[config.mk]
export PLATFORM = sky130hd
export DESIGN_NAME = fp_norm_round_pipe_flat
export DESIGN_NICKNAME = d
export VERILOG_FILES = /design/src/rtl/fp_norm_round_pipe_pkg.sv /design/src/rtl/fp_norm_round_pipe_if.sv /design/src/rtl/fp_norm_round_pipe_lzc.sv /design/src/rtl/fp_norm_round_pipe.sv /design/src/flat_wrapper.sv
export SDC_FILE = /design/constraint.sdc
export NUM_CORES = 1
export LEC_CHECK = 0
export ABC_AREA = 1
export BUFFER_PORTS_ARGS = -buffer_cell sky130_fd_sc_hd__buf_2
export CAP_MARGIN = 20
export CORE_MARGIN = 8
export CORE_UTILIZATION = 32
export DETAILED_ROUTE_END_ITERATION = 8
export GPL_TIMING_DRIVEN = 0
export PLACE_DENSITY = 0.52
export SYNTH_ARGS = -nofsm -noshare
export SYNTH_HDL_FRONTEND = slang
export SYNTH_SLANG_ARGS = --single-unit
[constraint.sdc]
create_clock -name clk -period 10.79 [get_ports clk]
set_input_delay 1.079 -clock clk [delete_from_list [all_inputs] [get_ports clk]]
set_output_delay 1.079 -clock clk [all_outputs]
set_load 0.01 [all_outputs]
[src/rtl/fp_norm_round_pipe_pkg.sv]
// Shared constants and width helpers for the normalise/round/pack pipe.
// Holds rounding-mode encodings, field-width function and clog2.
package fp_pipe_pkg;

    localparam int RND_HALF_UP      = 0;
    localparam int RND_NEAREST_EVEN = 1;

    // Input word: implicit bit + stored mantissa + guard/sticky bits.
    function automatic int in_width(input int man_w, input int rnd_w);
        return man_w + rnd_w + 1;
    endfunction

    function automatic int clog2(input int v);
        int r;
        r = 0;
        for (int x = v - 1; x > 0; x = x >> 1)
            r++;
        return r;
    endfunction

endpackage

[src/rtl/fp_norm_round_pipe_if.sv]
// Valid/ready bundle for the normalise/round/pack pipe.
// slave = the pipe itself, master = upstream/downstream driver.
interface fp_norm_round_pipe_if
    import fp_pipe_pkg::*;
#(
    parameter int MAN_W  = 23,
    parameter int EXP_W  = 8,
    parameter int RND_W  = 3,
    parameter int SIDE_W = 31
) ();

    localparam int W = in_width(MAN_W, RND_W);

    logic                   in_valid;
    logic                   in_ready;
    logic [W-1:0]           m_sub;
    logic [SIDE_W-1:0]      side_in;
    logic                   out_valid;
    logic                   out_ready;
    logic [EXP_W+MAN_W-1:0] float_out;
    logic [SIDE_W-1:0]      side_out;
    logic                   flag_zero;
    logic                   flag_uflow;

    modport slave (
        input  in_valid, m_sub, side_in, out_ready,
        output in_ready, out_valid, float_out, side_out,
        output flag_zero, flag_uflow
    );

    modport master (
        output in_valid, m_sub, side_in, out_ready,
        input  in_ready, out_valid, float_out, side_out,
        input  flag_zero, flag_uflow
    );

endinterface

[src/rtl/fp_norm_round_pipe_lzc.sv]
// Combinational leading-zero counter for normalising stages.
// Ports: din in; cnt = leading zeros (W when all zero); zero = din==0.
module lzc_count
    import fp_pipe_pkg::*;
#(
    parameter int W  = 27,
    parameter int CW = clog2(W + 1)
) (
    input  logic [W-1:0]  din,
    output logic [CW-1:0] cnt,
    output logic          zero
);

    // Scan upward so the highest set bit wins.
    always_comb begin
        cnt = CW'(W);
        for (int i = 0; i < W; i++) begin
            if (din[i])
                cnt = CW'(W - 1 - i);
        end
    end

    assign zero = (din == '0);

endmodule

[src/rtl/fp_norm_round_pipe.sv]
// Two-stage normalise (lzc shift) then round/pack pipe with sideband.
// Ports: clk, rst_n (sync, active-low), bus = valid/ready data bundle.
module fp_norm_round_pipe
    import fp_pipe_pkg::*;
#(
    parameter int MAN_W    = 23,
    parameter int EXP_W    = 8,
    parameter int RND_W    = 3,
    parameter int BIAS     = 127,
    parameter int SIDE_W   = 31,
    parameter int RND_MODE = 1
) (
    input  logic clk,
    input  logic rst_n,
    fp_norm_round_pipe_if.slave bus
);

    localparam int W   = in_width(MAN_W, RND_W);
    localparam int CW  = clog2(W + 1);
    localparam int EW2 = EXP_W + 2;

    localparam logic [RND_W-1:0] GMASK    = (RND_W)'(1) << (RND_W - 1);
    localparam logic [RND_W-1:0] STK_MASK = ~GMASK;

    logic adv;
    assign adv          = !bus.out_valid || bus.out_ready;
    assign bus.in_ready = adv;

    // Stage 1: normalise
    logic [CW-1:0]         lzc;
    logic                  lz_zero;
    logic [W-2:0]          norm_lo;
    logic signed [EW2-1:0] exp_pre;

    lzc_count #(.W(W), .CW(CW)) u_lzc (
        .din  (bus.m_sub),
        .cnt  (lzc),
        .zero (lz_zero)
    );

    // The implicit bit is dropped; zero is tracked separately.
    assign norm_lo = (W-1)'(bus.m_sub << lzc);
    assign exp_pre = EW2'(BIAS) - EW2'(lzc);

    logic                  s1_valid;
    logic [W-2:0]          s1_norm;
    logic signed [EW2-1:0] s1_exp;
    logic                  s1_zero;
    logic [SIDE_W-1:0]     s1_side;

    always_ff @(posedge clk) begin
        if (!rst_n) begin
            s1_valid <= 1'b0;
            s1_norm  <= '0;
            s1_exp   <= '0;
            s1_zero  <= 1'b0;
            s1_side  <= '0;
        end else if (adv) begin
            s1_valid <= bus.in_valid;
            s1_norm  <= norm_lo;
            s1_exp   <= exp_pre;
            s1_zero  <= lz_zero;
            s1_side  <= bus.side_in;
        end
    end

    // Stage 2: round and pack
    logic [MAN_W-1:0]      mant;
    logic [MAN_W-1:0]      mant_r;
    logic                  guard;
    logic                  sticky;
    logic                  inc;
    logic                  carry;
    logic signed [EW2-1:0] exp_r;
    logic                  uflow;

    assign mant   = s1_norm[W-2 -: MAN_W];
    assign guard  = s1_norm[RND_W-1];
    assign sticky = |(s1_norm[RND_W-1:0] & STK_MASK);

    always_comb begin
        if (RND_MODE == RND_HALF_UP)
            inc = guard;
        else
            inc = guard && (sticky || mant[0]);
    end

    // All-ones mantissa + 1 wraps to zero; carry bumps the exponent.
    assign {carry, mant_r} = {1'b0, mant} + {{MAN_W{1'b0}}, inc};
    assign exp_r = s1_exp + {{(EW2-1){1'b0}}, carry};
    assign uflow = exp_r[EW2-1] || (exp_r == '0);

    always_ff @(posedge clk) begin
        if (!rst_n) begin
            bus.out_valid  <= 1'b0;
            bus.float_out  <= '0;
            bus.side_out   <= '0;
            bus.flag_zero  <= 1'b0;
            bus.flag_uflow <= 1'b0;
        end else if (adv) begin
            bus.out_valid  <= s1_valid;
            bus.side_out   <= s1_side;
            bus.flag_zero  <= s1_zero;
            bus.flag_uflow <= !s1_zero && uflow;
            if (s1_zero || uflow)
                bus.float_out <= '0;
            else
                bus.float_out <= {exp_r[EXP_W-1:0], mant_r};
        end
    end

endmodule

[src/flat_wrapper.sv]
// flat-port wrapper written by rule: the top's interface ports become plain ports
module fp_norm_round_pipe_flat import fp_pipe_pkg::*;
#(
    parameter int MAN_W    = 23,
    parameter int EXP_W    = 8,
    parameter int RND_W    = 3,
    parameter int BIAS     = 127,
    parameter int SIDE_W   = 31,
    parameter int RND_MODE = 1
)
  (clk, rst_n, bus_in_valid, bus_m_sub, bus_side_in, bus_out_ready, bus_in_ready, bus_out_valid, bus_float_out, bus_side_out, bus_flag_zero, bus_flag_uflow);
  fp_norm_round_pipe_if #(.MAN_W(MAN_W), .EXP_W(EXP_W), .RND_W(RND_W), .SIDE_W(SIDE_W)) bus_i ();
  input  logic clk;
  input  logic rst_n;
  input wire logic [$bits(bus_i.in_valid)-1:0] bus_in_valid;
  input wire logic [$bits(bus_i.m_sub)-1:0] bus_m_sub;
  input wire logic [$bits(bus_i.side_in)-1:0] bus_side_in;
  input wire logic [$bits(bus_i.out_ready)-1:0] bus_out_ready;
  output wire logic [$bits(bus_i.in_ready)-1:0] bus_in_ready;
  output wire logic [$bits(bus_i.out_valid)-1:0] bus_out_valid;
  output wire logic [$bits(bus_i.float_out)-1:0] bus_float_out;
  output wire logic [$bits(bus_i.side_out)-1:0] bus_side_out;
  output wire logic [$bits(bus_i.flag_zero)-1:0] bus_flag_zero;
  output wire logic [$bits(bus_i.flag_uflow)-1:0] bus_flag_uflow;
  assign bus_i.in_valid = bus_in_valid;
  assign bus_i.m_sub = bus_m_sub;
  assign bus_i.side_in = bus_side_in;
  assign bus_i.out_ready = bus_out_ready;
  assign bus_in_ready = bus_i.in_ready;
  assign bus_out_valid = bus_i.out_valid;
  assign bus_float_out = bus_i.float_out;
  assign bus_side_out = bus_i.side_out;
  assign bus_flag_zero = bus_i.flag_zero;
  assign bus_flag_uflow = bus_i.flag_uflow;
  fp_norm_round_pipe #(.MAN_W(MAN_W), .EXP_W(EXP_W), .RND_W(RND_W), .BIAS(BIAS), .SIDE_W(SIDE_W), .RND_MODE(RND_MODE)) u_core (.clk(clk), .rst_n(rst_n), .bus(bus_i));
endmodule
==> metrics.txt <==
placed cell areas=between 0.007 and 0.008 sq mm; first-pass GRT wire length=~36,000 um; f_max=roughly 210 MHz; Worst slew margin=approximately 48%; average size of a mapped cell=between 6 and 7 sq um; endpoints failing setup=0; All-Layer GR Usage=~17%; EDFF count, synth=0; min-delay worst type=reg -> reg; Final period util=between 40% and 50%; Avg WL per Cell=roughly 15 um; initial antenna violation count=0; ys flop type=dfxtp_1; async set-or-reset flop fraction in the synthesized netlist=0%; clk sinks=130; number of buffers added for setup after CTS=0; status=finished, final reports clean; power per cell area=between 150 and 200 mW/mm^2; WP buf/inv=6; Die Ht=161 um; CTS H-Tree Depth=4; worst r2r src=u_core.s1_norm[2]; hold path depth=2; DR pass1 iterations=5; Worst R2R Setup Slack=6.12 ns; Area Growth Syn to Fin=23.2%; RSZ-0062 raised after global routing=no; max-slew violations=0; Routed Antenna Nets=0; Num CTS Buffers=17; Synth area leaders=dfxtp_1 (39%), nand2_1 (14%), nand3_1 (9.8%), nor2_1 (9.6%), o21ai_0 (5.9%); Antenna Cells=0; Hold EP=u_core.s1_valid; maximum VDD drop=0.000123 V; WP data arrival=between 4 and 5 ns; hpwl dp=17,300 um; worst-path fanout max=10; Slew @ Worst Pin=approximately 0.77 ns; Ys Warns=0; Syn Inst Count=1,052; DRC Markers=0; clock latency on the worst-skew pair=roughly 0.43 ns; CTS tree=built; RR Endpoint=u_core.bus.float_out[0]; worst-case clock buffer depth=2; largest net degree at the start of global routing=17; sequential cell area fraction in the yosys report=~39%; Hold Vio Cnt, Final=0; Worst R2R Path Depth=30; Die Span X=between 150 and 200 um; Core Region=between 0.02 and 0.025 sq mm; vias in the first global route=around 6,800; Leakage=between 4 and 5 nW; initial DRC count=~430; port bufs=~130; Via Count=7,185; CTS Hold Bufs=0; crit-path max cell delay=0.36 ns; crit path launch type=flop; Routability Congestion=slightly below 0.9; Final Instance Area=0.00830 sq mm; Routed Wire Length=approximately 22,000 um; clock-pin slew on the worst setup and hold paths=roughly 0.060 ns; GRT Residual Overflow=0; post-place setup slack=between 6 and 7 ns; worst setup margin=6.12 ns; crit path max-delay cell type=dfxtp_1; fin crit period=approximately 4.7 ns; type of the worst setup path=reg -> reg; Initial Util=about a third; Hold Path Origin=u_core.s1_valid; Root Buffer Master=clkbuf_16; Syn Nets=1,117; Worst setup EP type=flop; share of layout cells above drive strength 1=between 15 and 20%; Resized Gates After CTS=0; family with the most delay on the worst path=simple AND/OR/NAND/NOR gates; max cap viols=0; Cell Rows=53; vias per inst=4.84; Post-Syn Area=slightly below 0.007 sq mm; die area=around 0.026 sq mm; TNS Setup=0 ns; Yosys cell types=45; share of the synthesized area in the top cell type=slightly below 40%; nets=around 1,300; Critical Path RT=11.08 ns; cell taking the most area after synthesis=dfxtp_1; clk_skew=0.0149 ns; IO Pins=128; Synth Register Bits=130
## cells in the mapped netlist (2+ instances only)
cell type / count
a21oi_1: 63
buf_2: 5
nand2_2: 4
nor4_1: 5
nand3b_1: 4
and2_1: 2
nand3_2: 3
buf_1: 4
nand3_1: 132
o21ai_0: 79
nor3_2: 3
inv_1: 70
xor2_1: 2
a21boi_0: 2
o211ai_1: 7
dfxtp_1: 130
ha_1: 3
o21ai_1: 3
clkinv_1: 2
nand4_1: 11
nor3_1: 6
nand2_1: 259
nor2_1: 173
inv_2: 6
a21oi_2: 3
buf_4: 2
clkbuf_1: 44
nor2_2: 6
xnor2_1: 2
buf_6: 2
## area by class of cell
cell class                 count  area (sq um)
clock buffer                  17           425
clock inverter                15           156
tap                          275           344
fill                        2352         12500
multi-input combinational    787          3600
buffer                        57           243
sequential                   130          2600
timing repair buffer         127           636
inverter                      78           293
## worst min-delay path, delay by kind of cell (launching register included)
kind / cells / cell delay, ns
DFF: 1 / 0.30
AOI/OAI and AO/OA: 1 / 0.06
buffers and inverters: 1 / 0.06
## state kept, by name, indices dropped and copies added (netlist names)
register               flops
u_core.bus.flag_uflow      1
u_core.bus.flag_zero       1
u_core.bus.float_out      31
u_core.bus.out_valid       1
u_core.bus.side_out       31
u_core.s1_exp              6
u_core.s1_norm            26
u_core.s1_side            31
u_core.s1_valid            1
u_core.s1_zero             1
## routing by layer
layer  up-vias  GRT usage (%)  part of all wire, %
li1       3732              -                    -
met1      3250           22.1                   48
met2       167           28.0                   46
met3        36           3.56                  4.4
met4         0           5.22                  1.7
met5         -              0                    0
## worst max path at each step
stage,cells after the start,from,slack (ns),to
after CTS,30,u_core.s1_norm[2],6.10,u_core.bus.float_out[0]
after floorplan,30,u_core.s1_norm[3],7.11,u_core.bus.float_out[8]
after global placement,30,u_core.s1_norm[2],6.16,u_core.bus.float_out[0]
after detailed placement,30,u_core.s1_norm[2],6.12,u_core.bus.float_out[0]
after global routing,30,u_core.s1_norm[2],5.54,u_core.bus.float_out[0]
final,30,u_core.s1_norm[2],6.12,u_core.bus.float_out[0]
## report_power, final
part           internal (mW)  total [mW]  switching (mW)
combinational         0.0720       0.206           0.134
sequential             0.517       0.540          0.0234
clock                  0.342       0.574           0.232
## stage by stage
stage	total power, mW	cells	util [%]	hold WS [ns]
2_1_floorplan	0.677	1052	-	0.430
3_3_place_gp	0.756	1454	37.1	0.442
3_5_place_dp	0.757	1454	37.1	0.447
4_1_cts	1.33	1486	39.8	0.458
5_1_grt	1.39	1486	39.8	0.473
6_report	1.32	1486	39.8	0.459
## cells in the final DEF (no fill, tap or decap), drive strengths merged, types with 3 or more instances in the layout
cell type	Yosys	final
nand2	264	264
nor2	180	180
buf	13	140
nand3	135	135
dfxtp	130	130
o21ai	82	82
inv	76	81
a21oi	66	66
clkbuf	44	61
nand4	11	11
nor3	9	9
clkinv	2	8
o211ai	7	7
nor4	5	5
nand3b	4	4
ha	3	3
a21boi	3	3
## logic make-up after synthesis
| family | share of synthesized area (%) |
|---|---|
| buffers and inverters | 7.95 |
| adders and majority gates | 0.557 |
| DFF | 38.6 |
| xor gates and xnor gates | 0.520 |
| and+or+nand+nor | 39.0 |
| AOI/OAI and AO/OA | 13.4 |
(Power assumes the default switching activity.)
